<file path="config.mk">
export PLATFORM = sky130hd
export DESIGN_NAME = msg_decrypt_engine_flat
export DESIGN_NICKNAME = d
export VERILOG_FILES = /design/src/rtl/msg_decrypt_engine_pkg.sv /design/src/rtl/msg_decrypt_engine_if.sv /design/src/rtl/msg_decrypt_engine_lfsr7_next.sv /design/src/rtl/msg_decrypt_engine.sv /design/src/flat_wrapper.sv
export SDC_FILE = /design/constraint.sdc
export NUM_CORES = 1
export LEC_CHECK = 0
export ABC_AREA = 1
export CELL_PAD_IN_SITES_DETAIL_PLACEMENT = 0
export CELL_PAD_IN_SITES_GLOBAL_PLACEMENT = 1
export CORE_ASPECT_RATIO = 2
export CORE_MARGIN = 5
export CORE_UTILIZATION = 40
export CTS_CLUSTER_SIZE = 25
export DETAILED_ROUTE_END_ITERATION = 12
export HOLD_SLACK_MARGIN = 0.08
export PLACE_DENSITY = 0.86
export SLEW_MARGIN = 40
export SYNTH_ARGS = -nofsm -noshare
export SYNTH_HDL_FRONTEND = slang
export SYNTH_SLANG_ARGS = --single-unit
export TNS_END_PERCENT = 20
</file>
<file path="constraint.sdc">
create_clock -name i_clk -period 6.2 [get_ports i_clk]
set_clock_uncertainty 0.05 [all_clocks]
set_input_delay 0.62 -clock i_clk [delete_from_list [all_inputs] [get_ports i_clk]]
set_output_delay 0.62 -clock i_clk [all_outputs]
set_load 0.05 [all_outputs]
</file>
<file path="src/rtl/msg_decrypt_engine_pkg.sv">
// rtl/msg_decrypt_engine_pkg.sv - shared constants, tap table and FSM states for the decrypt engine
package crypt_pkg;

    localparam int ENC_BASE = 64;
    localparam int MSG_LEN  = 64;
    localparam int CHK_LEN  = 9;
    localparam int NUM_TAPS = 9;

    localparam logic [7:0] SPACE   = 8'h20;
    localparam logic [7:0] PAR_BAD = 8'h80;
    localparam logic [3:0] NO_PTRN = 4'hF;

    localparam logic [6:0] TAP [NUM_TAPS] = '{7'h60, 7'h48, 7'h78, 7'h72, 7'h6A,
                                              7'h69, 7'h5C, 7'h7E, 7'h7B};

    typedef enum logic [2:0] {
        ST_IDLE,
        ST_SEED,
        ST_SEARCH,
        ST_DECRYPT,
        ST_FILL,
        ST_DONE
    } state_t;

    // Out-of-range indices select an all-zero tap rather than wrapping.
    function automatic logic [6:0] tap_sel(input logic [3:0] p);
        tap_sel = 7'h00;
        for (int j = 0; j < NUM_TAPS; j++) begin
            if (p == 4'(j)) tap_sel = TAP[j];
        end
    endfunction

endpackage

</file>
<file path="src/rtl/msg_decrypt_engine_if.sv">
// rtl/msg_decrypt_engine_if.sv - data-memory read/write port bundle used by the decrypt engine
interface msg_decrypt_engine_if;

    logic [7:0] dm_raddr;
    logic [7:0] dm_rdata;
    logic       dm_wen;
    logic [7:0] dm_waddr;
    logic [7:0] dm_wdata;

    modport master (
        output dm_raddr,
        input  dm_rdata,
        output dm_wen,
        output dm_waddr,
        output dm_wdata
    );

    modport slave (
        input  dm_raddr,
        output dm_rdata,
        input  dm_wen,
        input  dm_waddr,
        input  dm_wdata
    );

endinterface

</file>
<file path="src/rtl/msg_decrypt_engine_lfsr7_next.sv">
// rtl/msg_decrypt_engine_lfsr7_next.sv - one step of the 7-bit Fibonacci LFSR shared with the encrypt path
module lfsr7_next (
    input  logic [6:0] i_st_in,
    input  logic [6:0] i_tap,
    output logic [6:0] o_st_out
);

    assign o_st_out = {i_st_in[5:0], ^(i_st_in & i_tap)};

endmodule

</file>
<file path="src/rtl/msg_decrypt_engine.sv">
// rtl/msg_decrypt_engine.sv - recovers LFSR seed/tap from a space preamble, decrypts DM[64:127] into DM[0:63]
module msg_decrypt_engine #(
    parameter int ENC_BASE = crypt_pkg::ENC_BASE,
    parameter int MSG_LEN  = crypt_pkg::MSG_LEN,
    parameter int CHK_LEN  = crypt_pkg::CHK_LEN
) (
    input  logic                 i_clk,
    input  logic                 i_init,
    input  logic                 i_bgn,
    msg_decrypt_engine_if.master dm,
    output logic                 o_ack,
    output logic                 o_err,
    output logic                 o_par_err,
    output logic [3:0]           o_ptrn_idx
);

    import crypt_pkg::*;

    localparam logic [7:0] BASE_ADDR = 8'(ENC_BASE);
    localparam logic [6:0] LAST_I    = 7'(MSG_LEN - 1);
    localparam logic [6:0] W_END     = 7'(MSG_LEN);
    localparam logic [3:0] LAST_K    = 4'(CHK_LEN);
    localparam logic [3:0] LAST_P    = 4'(NUM_TAPS - 1);
    localparam logic [6:0] SPACE7    = SPACE[6:0];

    state_t     r_state;
    logic [6:0] r_seed;
    logic [6:0] r_st;
    logic [6:0] r_i;
    logic [6:0] r_w;
    logic [3:0] r_p;
    logic [3:0] r_k;
    logic [3:0] r_ptrn;
    logic       r_strip;
    logic       r_ack;
    logic       r_err;
    logic       r_par_err;
    logic       r_wen;
    logic [7:0] r_raddr;
    logic [7:0] r_waddr;
    logic [7:0] r_wdata;

    logic [6:0] w_tap;
    logic [6:0] w_st_next;
    logic [6:0] w_rd7;
    logic [6:0] w_key;
    logic       w_match;
    logic       w_par_ok;
    logic [7:0] w_plain;
    logic       w_keep;

    // r_st is the candidate state while searching and the running keystream while decrypting.
    assign w_tap = tap_sel(r_p);

    lfsr7_next u_lfsr (
        .i_st_in (r_st),
        .i_tap   (w_tap),
        .o_st_out(w_st_next)
    );

    assign w_rd7    = dm.dm_rdata[6:0];
    assign w_key    = w_rd7 ^ SPACE7;
    assign w_match  = (w_st_next == w_key);
    assign w_par_ok = (dm.dm_rdata[7] == ^w_rd7);
    assign w_plain  = w_par_ok ? {1'b0, w_rd7 ^ r_st} : PAR_BAD;
    assign w_keep   = !(r_strip && (w_plain == SPACE));

    always_ff @(posedge i_clk or posedge i_init) begin
        if (i_init) begin
            r_state   <= ST_IDLE;
            r_seed    <= '0;
            r_st      <= '0;
            r_i       <= '0;
            r_w       <= '0;
            r_p       <= '0;
            r_k       <= '0;
            r_ptrn    <= NO_PTRN;
            r_strip   <= 1'b0;
            r_ack     <= 1'b0;
            r_err     <= 1'b0;
            r_par_err <= 1'b0;
            r_wen     <= 1'b0;
            r_raddr   <= '0;
            r_waddr   <= '0;
            r_wdata   <= '0;
        end else begin
            r_wen <= 1'b0;
            case (r_state)
                ST_IDLE: begin
                    r_ack   <= 1'b0;
                    r_raddr <= '0;
                    r_waddr <= '0;
                    r_wdata <= '0;
                    if (!i_bgn) begin
                        r_state   <= ST_SEED;
                        r_err     <= 1'b0;
                        r_par_err <= 1'b0;
                        r_raddr   <= BASE_ADDR;
                    end
                end

                ST_SEED: begin
                    if (w_key == 7'h00) begin
                        r_err   <= 1'b1;
                        r_ptrn  <= NO_PTRN;
                        r_ack   <= 1'b1;
                        r_raddr <= '0;
                        r_state <= ST_DONE;
                    end else begin
                        r_seed  <= w_key;
                        r_st    <= w_key;
                        r_p     <= '0;
                        r_k     <= 4'd1;
                        r_raddr <= BASE_ADDR + 8'd1;
                        r_state <= ST_SEARCH;
                    end
                end

                ST_SEARCH: begin
                    if (w_match && (r_k == LAST_K)) begin
                        r_ptrn  <= r_p;
                        r_st    <= r_seed;
                        r_i     <= '0;
                        r_w     <= '0;
                        r_strip <= 1'b1;
                        r_raddr <= BASE_ADDR;
                        r_state <= ST_DECRYPT;
                    end else if (w_match) begin
                        r_st    <= w_st_next;
                        r_k     <= r_k + 4'd1;
                        r_raddr <= r_raddr + 8'd1;
                    end else if (r_p == LAST_P) begin
                        r_err   <= 1'b1;
                        r_ptrn  <= NO_PTRN;
                        r_ack   <= 1'b1;
                        r_raddr <= '0;
                        r_state <= ST_DONE;
                    end else begin
                        r_p     <= r_p + 4'd1;
                        r_st    <= r_seed;
                        r_k     <= 4'd1;
                        r_raddr <= BASE_ADDR + 8'd1;
                    end
                end

                // Writes are registered, so each byte lands in DM one cycle after it is read.
                ST_DECRYPT: begin
                    if (!w_par_ok) r_par_err <= 1'b1;
                    if (w_keep) begin
                        r_wen   <= 1'b1;
                        r_waddr <= {1'b0, r_w};
                        r_wdata <= w_plain;
                        r_w     <= r_w + 7'd1;
                        r_strip <= 1'b0;
                    end
                    r_st <= w_st_next;
                    if (r_i == LAST_I) begin
                        r_raddr <= '0;
                        r_state <= ST_FILL;
                    end else begin
                        r_i     <= r_i + 7'd1;
                        r_raddr <= r_raddr + 8'd1;
                    end
                end

                ST_FILL: begin
                    if (r_w == W_END) begin
                        r_ack   <= 1'b1;
                        r_waddr <= '0;
                        r_wdata <= '0;
                        r_state <= ST_DONE;
                    end else begin
                        r_wen   <= 1'b1;
                        r_waddr <= {1'b0, r_w};
                        r_wdata <= SPACE;
                        r_w     <= r_w + 7'd1;
                    end
                end

                ST_DONE: begin
                    if (i_bgn) begin
                        r_ack   <= 1'b0;
                        r_state <= ST_IDLE;
                    end
                end

                default: r_state <= ST_IDLE;
            endcase
        end
    end

    assign dm.dm_raddr = r_raddr;
    assign dm.dm_wen   = r_wen;
    assign dm.dm_waddr = r_waddr;
    assign dm.dm_wdata = r_wdata;
    assign o_ack       = r_ack;
    assign o_err       = r_err;
    assign o_par_err   = r_par_err;
    assign o_ptrn_idx  = r_ptrn;

endmodule
</file>
<file path="src/flat_wrapper.sv">
// flat-port wrapper written by rule: the top's interface ports become plain ports
module msg_decrypt_engine_flat import crypt_pkg::*;
#(
    parameter int ENC_BASE = crypt_pkg::ENC_BASE,
    parameter int MSG_LEN  = crypt_pkg::MSG_LEN,
    parameter int CHK_LEN  = crypt_pkg::CHK_LEN
)
  (i_clk, i_init, i_bgn, o_ack, o_err, o_par_err, o_ptrn_idx, dm_dm_raddr, dm_dm_rdata, dm_dm_wen, dm_dm_waddr, dm_dm_wdata);
  msg_decrypt_engine_if dm_i ();
  input  logic i_clk;
  input  logic i_init;
  input  logic i_bgn;
  output logic o_ack;
  output logic o_err;
  output logic o_par_err;
  output logic [3:0] o_ptrn_idx;
  output wire logic [$bits(dm_i.dm_raddr)-1:0] dm_dm_raddr;
  input wire logic [$bits(dm_i.dm_rdata)-1:0] dm_dm_rdata;
  output wire logic [$bits(dm_i.dm_wen)-1:0] dm_dm_wen;
  output wire logic [$bits(dm_i.dm_waddr)-1:0] dm_dm_waddr;
  output wire logic [$bits(dm_i.dm_wdata)-1:0] dm_dm_wdata;
  assign dm_dm_raddr = dm_i.dm_raddr;
  assign dm_i.dm_rdata = dm_dm_rdata;
  assign dm_dm_wen = dm_i.dm_wen;
  assign dm_dm_waddr = dm_i.dm_waddr;
  assign dm_dm_wdata = dm_i.dm_wdata;
  msg_decrypt_engine #(.ENC_BASE(ENC_BASE), .MSG_LEN(MSG_LEN), .CHK_LEN(CHK_LEN)) u_core (.i_clk(i_clk), .i_init(i_init), .i_bgn(i_bgn), .dm(dm_i), .o_ack(o_ack), .o_err(o_err), .o_par_err(o_par_err), .o_ptrn_idx(o_ptrn_idx));
endmodule
</file>
==> impl_metrics.csv, run 1 <==
group,metric,value,unit
status,status,"finished clean",
routing,antenna_left,0,
clock_network,clockBufferDepth,2,
sta,rsz0062_at_grt,"false",
synthesis,syn_inst,603,
layout,syn_to_final_growth,19.01,%
power_and_ir_drop,p_per_area,475.9,mW/mm²
setup_path,r2r_end,"u_core.r_w[6]",
sta,finalCritPeriodShare,53.67,%
synthesis,synth_nets,627,
clock_network,htree_levels,3,
sta,hold_viol,0,
synthesis,synthFlopType,"dfrtp_1",
routing,num_vias,4162,
synthesis,synth_cell_types,48,
setup_path,cpPeakStageDelay,640,ps
synthesis,synth_edf_count,0,
routing,drt_iter0_drc,201,
floorplanning,core_area,0.01135,mm²
sta,setup_violations,0,
setup_path,crit_type,"flip-flop to flip-flop",
place,place.gp.congestion,0.9246,
place,portBuffers,41,
floorplanning,die_x,86.22,µm
synthesis,synth_warnings,0,
place,placed_cell_area,0.005156,mm²
hold_path,min_path_type,"flip-flop to flip-flop",
flow_run,cap_violations,0,
power_and_ir_drop,vdd_drop_max,0.0003074,V
setup_path,rr_worst_depth,8,
clock_network,clock-sinks,71,
setup_path,endpoint_kind,"flip-flop",
clock_network,clk_latency,340,ps
sta,tns,0,ps
global_routing,grt_pass1_vias,4203,
clock_network,post_cts_buffers,0,
setup_path,path_cells,"nor2_1 -> inv_1 -> nor2_2 -> clkinv_1 -> nand2_1 -> inv_1 -> or2_1 -> o21ai_2",
setup_path,cp-start-kind,"flip-flop",
sta,max_freq,300.5,MHz
floorplanning,start_util,40.93,%
synthesis,ys_seq_area_share,38.34,%
setup_path,crit_fanout,16,
floorplanning,die_area,0.01400,mm²
sta,worst_pin_slew,774.3,ps
routing,wire_per_inst,16.04,µm
clock_network,path_clk_slew,60,ps
global_routing,grt_pass1_wl,20780,µm
setup_path,crit_slowest_cell,"nor2_1",
layout,nets,667,
routing,dr.pass1.iters,4,
setup_path,crit_buf_inv,3,
layout,diodes,0,
clock_network,postCtsHoldBufs,0,
synthesis,ys_seq_elements,71,
setup_path,required,6410,ps
synthesis,syn_area,0.004647,mm²
clock_network,cts_resized,0,
layout,nFillCells,1132,
layout,final_area,0.005530,mm²
routing,drt-total-wl,12670,µm
floorplanning,rows,55,
setup_path,cp_common_cell,"inv_1",
synthesis,avgSynthCellArea,7.706,µm²
global_routing,grt.overflow.total,0,
sta,fin_hold_ws,415.0,ps
routing,avgViaCountPerCell,5.268,
floorplanning,die_h,162.4,µm
setup_path,worstSetupStartpoint,"u_core.r_state[2]",
clock_network,cts_tree,"done",
setup_path,cp.arrival,3540,ps
setup_path,endpoint,"u_core.r_w[6]",
place,place_hpwl,9791,µm
floorplanning,pin_count,43,
synthesis,synthArstFlopShare,100.0,%
sta,period_needed,3327,ps
setup_path,reg2reg_slack,2870,ps
power_and_ir_drop,p_leak,0.002694,µW
layout,drive_gt1_share,13.73,%
setup_path,crit_family,"simple AND/OR/NAND/NOR gates",
setup_path,timing.rr.start,"u_core.r_state[2]",
sta,slew_violations,0,
clock_network,cts_made_buffers,9,
global_routing,antenna_found_initial,0,
setup_path,critical_path_depth,8,
global_routing,gr-usage-all-layers,18.81,%
power_and_ir_drop,p_total,2632,µW
routing,drc_errors,0,
global_routing,grt_start_max_net_pins,72,
clock_network,clockRootBuffer,"clkbuf_16",
sta,slew_headroom,48.19,%
## state kept, by name, summed over array words and instances, names as in the netlist
name / cells
u_core.dm.dm_raddr: 8
u_core.dm.dm_wdata: 8
u_core.dm.dm_waddr: 7
u_core.r_i: 7
u_core.r_seed: 7
u_core.r_st: 7
u_core.r_w: 7
u_core.o_ptrn_idx: 4
u_core.r_k: 4
u_core.r_p: 4
u_core.r_state: 3
u_core.dm.dm_wen: 1
u_core.o_ack: 1
u_core.o_err: 1
u_core.o_par_err: 1
u_core.r_strip: 1
## synthesized netlist by cell type (all sizes together) (5+ instances only)
cell type  number  share of area [%]
a21oi          18                2.4
buf            10                1.9
clkbuf          5               0.40
dfrtp          67                 36
ha             13                3.5
inv            80                6.6
nand2         159                 14
nand3          70                9.3
nand4          18                2.8
nor2           53                5.0
nor3            5               0.54
o21ai          41                5.3
o22ai          10                1.3
or2             7               0.94
xor2           17                3.2
## layer usage
metal  track usage, %  vias to the layer above  routed length [µm]
met2            36.19                       92                7145
met3            2.886                       33                 357
met5                0                        -                   0
li1                 -                     2056                   -
met4            8.582                        0                 478
met1            19.25                     1981                4691
## layout make-up
| cell class | count | area (µm²) | area share [%] |
|---|---|---|---|
| clock buffer | 11 | 242.7 | 4.389 |
| clock inverter | 5 | 128.9 | 2.330 |
| inverter | 83 | 319.1 | 5.769 |
| multi-input combinational | 434 | 2444 | 44.19 |
| sequential | 71 | 1782 | 32.22 |
| tap | 142 | 177.7 | 3.213 |
| timing repair buffer | 44 | 436.7 | 7.896 |
## stage by stage
| stage | setup WS (ps) | utilization (%) | instances |
|---|---|---|---|
| 2_1_floorplan | 3653 | - | 603 |
| 3_3_place_gp | 2686 | 45.38 | 774 |
| 3_5_place_dp | 2611 | 45.41 | 774 |
| 4_1_cts | 2880 | 48.68 | 790 |
| 5_1_grt | 2643 | 48.71 | 790 |
| 6_report | 2873 | 48.71 | 790 |
## how the worst min path moves through the flow
stage	from	cells past startpoint	slack, ps	endpoint
finish	u_core.o_ptrn_idx[3]	2	420	u_core.o_ptrn_idx[3]
global route	u_core.o_ptrn_idx[3]	2	440	u_core.o_ptrn_idx[3]
CTS	u_core.o_ptrn_idx[3]	2	420	u_core.o_ptrn_idx[3]
detailed placement	u_core.o_ptrn_idx[3]	2	410	u_core.o_ptrn_idx[3]
global placement	u_core.o_ptrn_idx[3]	2	410	u_core.o_ptrn_idx[3]
floorplan	u_core.r_strip	2	400	u_core.r_strip
## worst min-delay path: cells and delay by family (launching register included)
family	cells	cell delay, ps
flip-flops	1	370
AO/OA/AOI/OAI	1	50
buffers and inverters	1	40
## placed cells by master (no fill, tap or decap), types with 3 or more instances in the layout
| master | n |
|---|---|
| nor2_2 | 4 |
| nand4_1 | 15 |
| ha_1 | 13 |
| bufinv_16 | 4 |
| dfstp_2 | 4 |
| nor3_1 | 5 |
| o21ai_1 | 10 |
| nand3_1 | 60 |
| xor2_1 | 17 |
| inv_1 | 69 |
| nor4_1 | 3 |
| o21ai_0 | 22 |
| or2_2 | 5 |
| clkinv_1 | 3 |
| o2111ai_1 | 4 |
| clkbuf_16 | 9 |
| nand4_2 | 3 |
| o22ai_1 | 10 |
| nand3_2 | 6 |
| nand3_4 | 4 |
| a21oi_2 | 6 |
| nand2_1 | 143 |
| clkdlybuf4s50_1 | 41 |
| nand2_2 | 13 |
| o21ai_2 | 8 |
| inv_2 | 9 |
| nor2_1 | 47 |
| a21oi_1 | 12 |
| nand2_4 | 3 |
| xnor2_1 | 4 |
| a32o_1 | 3 |
| dfrtp_1 | 67 |
## logic make-up (layout without fill, tap and decap cells)
logic type | after synthesis | in the layout | synth area share [%]
compound gates | 82 | 82 | 11.39
xor+xnor | 21 | 21 | 3.958
fa+ha+maj | 13 | 13 | 3.500
buf+inv | 98 | 143 | 9.127
flops | 71 | 71 | 38.34
other cells | 1 | 1 | 0.08070
simple gates | 317 | 317 | 33.60
## where the power goes
group / switching, µW / internal (µW)
registers: 113 / 585
logic: 906 / 376
clock network: 206 / 447
total: 1220 / 1410
(Power assumes the default switching activity.)
==> run 2, diff against run 1 <==
==> constraint.sdc (replaced) <==
create_clock -name i_clk -period 3.25 [get_ports i_clk]
set_clock_uncertainty 0.05 [all_clocks]
set_input_delay 0.325 -clock i_clk [delete_from_list [all_inputs] [get_ports i_clk]]
set_output_delay 0.325 -clock i_clk [all_outputs]
set_load 0.05 [all_outputs]
==> impl_metrics.csv, run 2 (synthesized netlist as in run 1, its figures left out) <==
group,metric,value,unit
status,status,"finished clean",
sta,fin_ws,297.4,ps
power_and_ir_drop,p_total,4748,µW
setup_path,cp.arrival,3120,ps
hold_path,min_path_type,"primary input to async pin",
setup_path,cpPeakStageDelay,420,ps
power_and_ir_drop,clkPwrFrac,19.4,%
sta,period_needed,2953,ps
setup_path,crit_slowest_cell,"dfrtp_1",
sta,hold_viol,0,
floorplanning,die_x,86.22,µm
routing,avgViaCountPerCell,5.253,
floorplanning,start_util,40.93,%
floorplanning,pin_count,43,
routing,drc_errors,0,
setup_path,path_cells,"inv_1 -> ha_1 -> nand3_4 -> nand2_2 -> inv_4 -> nand3_1 -> nand3_1 -> nand2_1 -> nand2_1 -> nand2_1 -> nand3_2 -> nand3_1 -> nand3_2 -> nand2_2 -> nand3_2 -> nor2_1 -> a21oi_2",
routing,drt_iter0_drc,256,
layout,nFillCells,1123,
clock_network,cts_resized,0,
layout,layout_commonest_cell,"nand2_1",
routing,dr.pass1.iters,5,
layout,seq_area,0.001782,mm²
setup_path,rr_worst_depth,17,
place,place_hpwl,9897,µm
layout,layout_common_cells,"143 x nand2_1, 69 x inv_1, 67 x dfrtp_1",
sta,finalCritPeriodShare,90.85,%
global_routing,antenna_found_initial,0,
global_routing,grt-busiest-layer,"met2",
layout,multi_input_area,0.002441,mm²
global_routing,grt_pass1_vias,4276,
routing,wire_per_inst,15.85,µm
setup_path,reg2reg_slack,300,ps
setup_path,endpoint_kind,"flip-flop",
place,post-place-ws,173.2,ps
setup_path,crit_type,"flip-flop to flip-flop",
flow_run,cap_violations,0,
clock_network,post_cts_buffers,0,
floorplanning,die_h,162.4,µm
place,place.gp.congestion,0.9294,
setup_path,timing.rr.start,"u_core.r_p[0]",
clock_network,cts_made_buffers,9,
global_routing,use_met3,3.038,%
clock_network,postCtsHoldBufs,0,
sta,max_freq,338.7,MHz
routing,drt-total-wl,12680,µm
clock_network,clockRootBuffer,"clkbuf_16",
sta,worst_pin_slew,539.6,ps
setup_path,required,3420,ps
place,portBuffers,41,
global_routing,grt_use_met1,18.11,%
floorplanning,die_area,0.01400,mm²
routing,num_vias,4202,
power_and_ir_drop,vdd_drop_max,0.0004742,V
global_routing,gr-usage-all-layers,18.86,%
power_and_ir_drop,p_per_area,861.1,mW/mm²
floorplanning,core_area,0.01135,mm²
clock_network,clockBufferDepth,2,
global_routing,grt_pass1_wl,20560,µm
setup_path,crit_fanout,14,
clock_network,cts_tree,"done",
sta,rsz0062_at_grt,"false",
global_routing,met2_usage,36.58,%
sta,setup_violations,0,
setup_path,cp-start-kind,"flip-flop",
power_and_ir_drop,p_leak,0.002691,µW
power_and_ir_drop,comb_power_share,52.4,%
clock_network,clk_latency,340,ps
sta,slew_headroom,63.92,%
place,placed_cell_area,0.005240,mm²
power_and_ir_drop,p_int,2396,µW
layout,syn_to_final_growth,18.66,%
sta,tns,0,ps
clock_network,clock-sinks,71,
setup_path,worstSetupStartpoint,"u_core.r_p[0]",
layout,final_area,0.005514,mm²
floorplanning,rows,55,
layout,diodes,0,
power_and_ir_drop,pwr-share-seq,28.2,%
layout,nets,677,
global_routing,grt_start_max_net_pins,72,
clock_network,path_clk_slew,60,ps
global_routing,grt.overflow.total,0,
layout,drive_gt1_share,14.89,%
power_and_ir_drop,sw_frac_of_total,49.54,%
clock_network,htree_levels,3,
setup_path,r2r_end,"u_core.r_st[6]",
sta,slew_violations,0,
layout,fin_util,48.56,%
routing,antenna_left,0,
power_and_ir_drop,power.switching,2352,µW
setup_path,endpoint,"u_core.r_st[6]",
==> run 2: layer usage <==
layer / routed length, µm / part of all wire (%) / vias to the layer above
met4: 514 / 4.1 / 0
met2: 7265 / 57 / 86
met5: 0 / 0 / -
met3: 364 / 2.9 / 41
li1: - / - / 2075
met1: 4538 / 36 / 2000
==> run 2: worst min path at each step <==
stage	end	slack, ps	from
final	u_core.dm.dm_wen	320	i_init
after floorplan	u_core.r_seed[0]	400	dm_dm_rdata[0]
after CTS	u_core.r_seed[2]	350	i_init
after detailed placement	u_core.o_ptrn_idx[2]	410	u_core.o_ptrn_idx[2]
after global placement	u_core.o_ptrn_idx[1]	410	u_core.o_ptrn_idx[1]
after global routing	u_core.dm.dm_wen	390	i_init
==> run 2: stage by stage <==
step	hold WS, ps	instances
after floorplan	396.0	603
after global placement	408.3	784
after detailed placement	410.2	784
after CTS	354.0	800
after global routing	389.8	800
final	322.1	800
==> run 2: power groups by stage <==
stage / Sequential [µW] / Combinational, µW / Clock (µW)
after floorplan: 1530 / 1660 / 0
after detailed placement: 1350 / 2490 / 0
after CTS: 1340 / 2500 / 941
after global placement: 1350 / 2440 / 0
after global routing: 1370 / 2740 / 984
final: 1340 / 2490 / 923
==> run 2: area by class of cell <==
type                            instances  share of cell area (%)
Clock buffer                           10                   4.152
Clock inverter                          6                  0.8169
Inverter                               83                   5.786
Multi-Input combinational cell        434                   44.27
Sequential cell                        71                   32.31
Tap cell                              142                   3.222
Timing Repair Buffer                   54                   9.440
==> run 2: critical path: cells and delay by family, from the launching register on <==
kind	cells	cell delay (ps)
adders and majority gates	1	360
DFF	1	420
AOI/OAI and AO/OA	1	70
buffers and inverters	2	200
and+or+nand+nor	13	1720
==> run 3, diff against run 2 <==
--- a/config.mk
+++ b/config.mk
@@ -15,6 +15,7 @@
 export DETAILED_ROUTE_END_ITERATION = 12
 export HOLD_SLACK_MARGIN = 0.08
 export PLACE_DENSITY = 0.86
+export RECOVER_POWER = 50
 export SLEW_MARGIN = 40
 export SYNTH_ARGS = -nofsm -noshare
 export SYNTH_HDL_FRONTEND = slang
==> impl_metrics.csv, run 3 (synthesized netlist as in run 1, its figures left out) <==
group,metric,value,unit
setup_path,rr_worst_depth,19,
power_and_ir_drop,p_per_area,859.6,mW/mm²
floorplanning,pin_count,43,
floorplanning,die_h,162.4,µm
layout,seq_area,0.001782,mm²
sta,period_needed,2943,ps
floorplanning,die_x,86.22,µm
sta,fin_hold_ws,416.0,ps
clock_network,post_cts_buffers,0,
hold_path,min_path_type,"flip-flop to flip-flop",
clock_network,cts_tree,"done",
routing,wl_met1,4520,µm
place,portBuffers,41,
layout,multi_input_area,0.002441,mm²
sta,worst_pin_slew,1823,ps
floorplanning,core_area,0.01135,mm²
setup_path,crit_type,"flip-flop to flip-flop",
routing,wire_per_inst,15.87,µm
floorplanning,die_area,0.01400,mm²
sta,tns,0,ps
sta,slew_violations,72,
floorplanning,rows,55,
setup_path,timing.rr.start,"u_core.r_p[0]",
setup_path,endpoint,"u_core.r_st[6]",
setup_path,required,3420,ps
layout,fin_util,48.43,%
global_routing,grt_pass1_vias,4276,
setup_path,r2r_end,"u_core.r_st[6]",
layout,nFillCells,1124,
setup_path,worstSetupStartpoint,"u_core.r_p[0]",
routing,drt-total-wl,12690,µm
routing,dr.pass1.iters,7,
layout,syn_to_final_growth,18.34,%
clock_network,path_clk_slew,60,ps
routing,drt_iter0_drc,273,
global_routing,grt.overflow.total,0,
routing,antenna_left,0,
routing,avgViaCountPerCell,5.251,
clock_network,clk_latency,340,ps
power_and_ir_drop,vdd_drop_max,0.0004638,V
setup_path,reg2reg_slack,310,ps
sta,rsz0062_at_grt,"false",
clock_network,cts_resized,0,
clock_network,clock-sinks,71,
layout,layout_common_cells,"143 x nand2_1, 69 x inv_1, 67 x dfrtp_1",
status,status,"finished with violations",
floorplanning,start_util,40.93,%
sta,hold_viol,0,
layout,final_area,0.005499,mm²
clock_network,postCtsHoldBufs,0,
clock_network,htree_levels,3,
place,place.gp.congestion,0.9294,
setup_path,endpoint_kind,"flip-flop",
clock_network,cts_made_buffers,9,
place,place_hpwl,9897,µm
sta,slew_headroom,-21.53,%
status,violations,"capacitance limit, slew limit",
sta,finalCritPeriodShare,90.56,%
layout,drive_gt1_share,14.74,%
global_routing,grt_pass1_wl,20560,µm
routing,top_layer,"met4",
routing,drc_errors,0,
setup_path,crit_fanout,14,
routing,num_vias,4201,
routing,wl_met2,7288,µm
global_routing,grt_start_max_net_pins,72,
layout,nets,677,
flow_run,cap_violations,1,
layout,layout_commonest_cell,"nand2_1",
clock_network,clockBufferDepth,2,
place,placed_cell_area,0.005240,mm²
clock_network,clockRootBuffer,"clkbuf_16",
power_and_ir_drop,p_leak,0.002728,µW
global_routing,gr-usage-all-layers,18.86,%
setup_path,cp.arrival,3110,ps
sta,setup_violations,0,
global_routing,antenna_found_initial,0,
sta,max_freq,339.8,MHz
hold_path,hold_depth,2,
layout,diodes,0,
routing,wl_met3,383,µm
setup_path,cp-start-kind,"flip-flop",
==> run 3: cell count changes in the layout (fill, tap and decap cells not counted), sizes merged <==
cell and delta:
buf -1, clkdlybuf4s50 -16, clkbuf +1, clkinv +1, dlygate4sd3 +16, inv -1
==> run 3: how the worst min path moves through the flow <==
stage | from | to | slack (ps)
after floorplan | dm_dm_rdata[0] | u_core.r_seed[0] | 400
after global placement | u_core.o_ptrn_idx[1] | u_core.o_ptrn_idx[1] | 410
after detailed placement | u_core.o_ptrn_idx[2] | u_core.o_ptrn_idx[2] | 410
after CTS | i_init | u_core.r_seed[2] | 350
after global routing | u_core.o_ptrn_idx[2] | u_core.o_ptrn_idx[2] | 440
final | u_core.o_ptrn_idx[0] | u_core.o_ptrn_idx[0] | 420
==> run 3: through the flow <==
| step | total power (µW) | instances | setup WS [ps] |
|---|---|---|---|
| CTS | 4780 | 800 | 266.2 |
| floorplan | 3193 | 603 | 825.4 |
| finish | 4727 | 800 | 306.9 |
| global placement | 3787 | 784 | 285.4 |
| detailed placement | 3841 | 784 | 173.2 |
| global route | 5070 | 800 | 7.229 |
==> run 3: cell type report <==
type / count / share of cell area (%)
Clock buffer: 10 / 4.164
Multi-Input combinational cell: 434 / 44.39
Clock inverter: 6 / 0.8191
Sequential cell: 71 / 32.40
Tap cell: 142 / 3.231
Inverter: 83 / 5.802
Timing Repair Buffer: 54 / 9.192
==> run 3: power by group <==
| group | total, µW | switching (µW) | internal (µW) |
|---|---|---|---|
| Sequential | 1340 | 222 | 1120 |
| Combinational | 2470 | 1720 | 743 |
| Clock | 924 | 405 | 519 |
| Total | 4730 | 2350 | 2380 |
==> run 3: worst max-delay path: stages (launching register included) <==
cell and delay [ps]:
dfrtp_1 420, inv_1 150, ha_1 360, nand3_4 140
nand2_2 110, inv_4 50, nand3_2 100, nand2_1 80
nand2_1 60, nand2_1 50, nand2_1 90, nand2_1 70
nand2_2 90, nand2_2 90, nand2_2 100, nand3_2 110
nand2_2 110, nand3_2 280, nor2_1 220, a21oi_2 70
==> run 3: per-layer routing <==
| layer | GRT usage [%] | vias up |
|---|---|---|
| li1 | - | 2075 |
| met1 | 18.11 | 1994 |
| met2 | 36.58 | 91 |
| met3 | 3.038 | 41 |
| met4 | 10.43 | 0 |
| met5 | 0 | - |
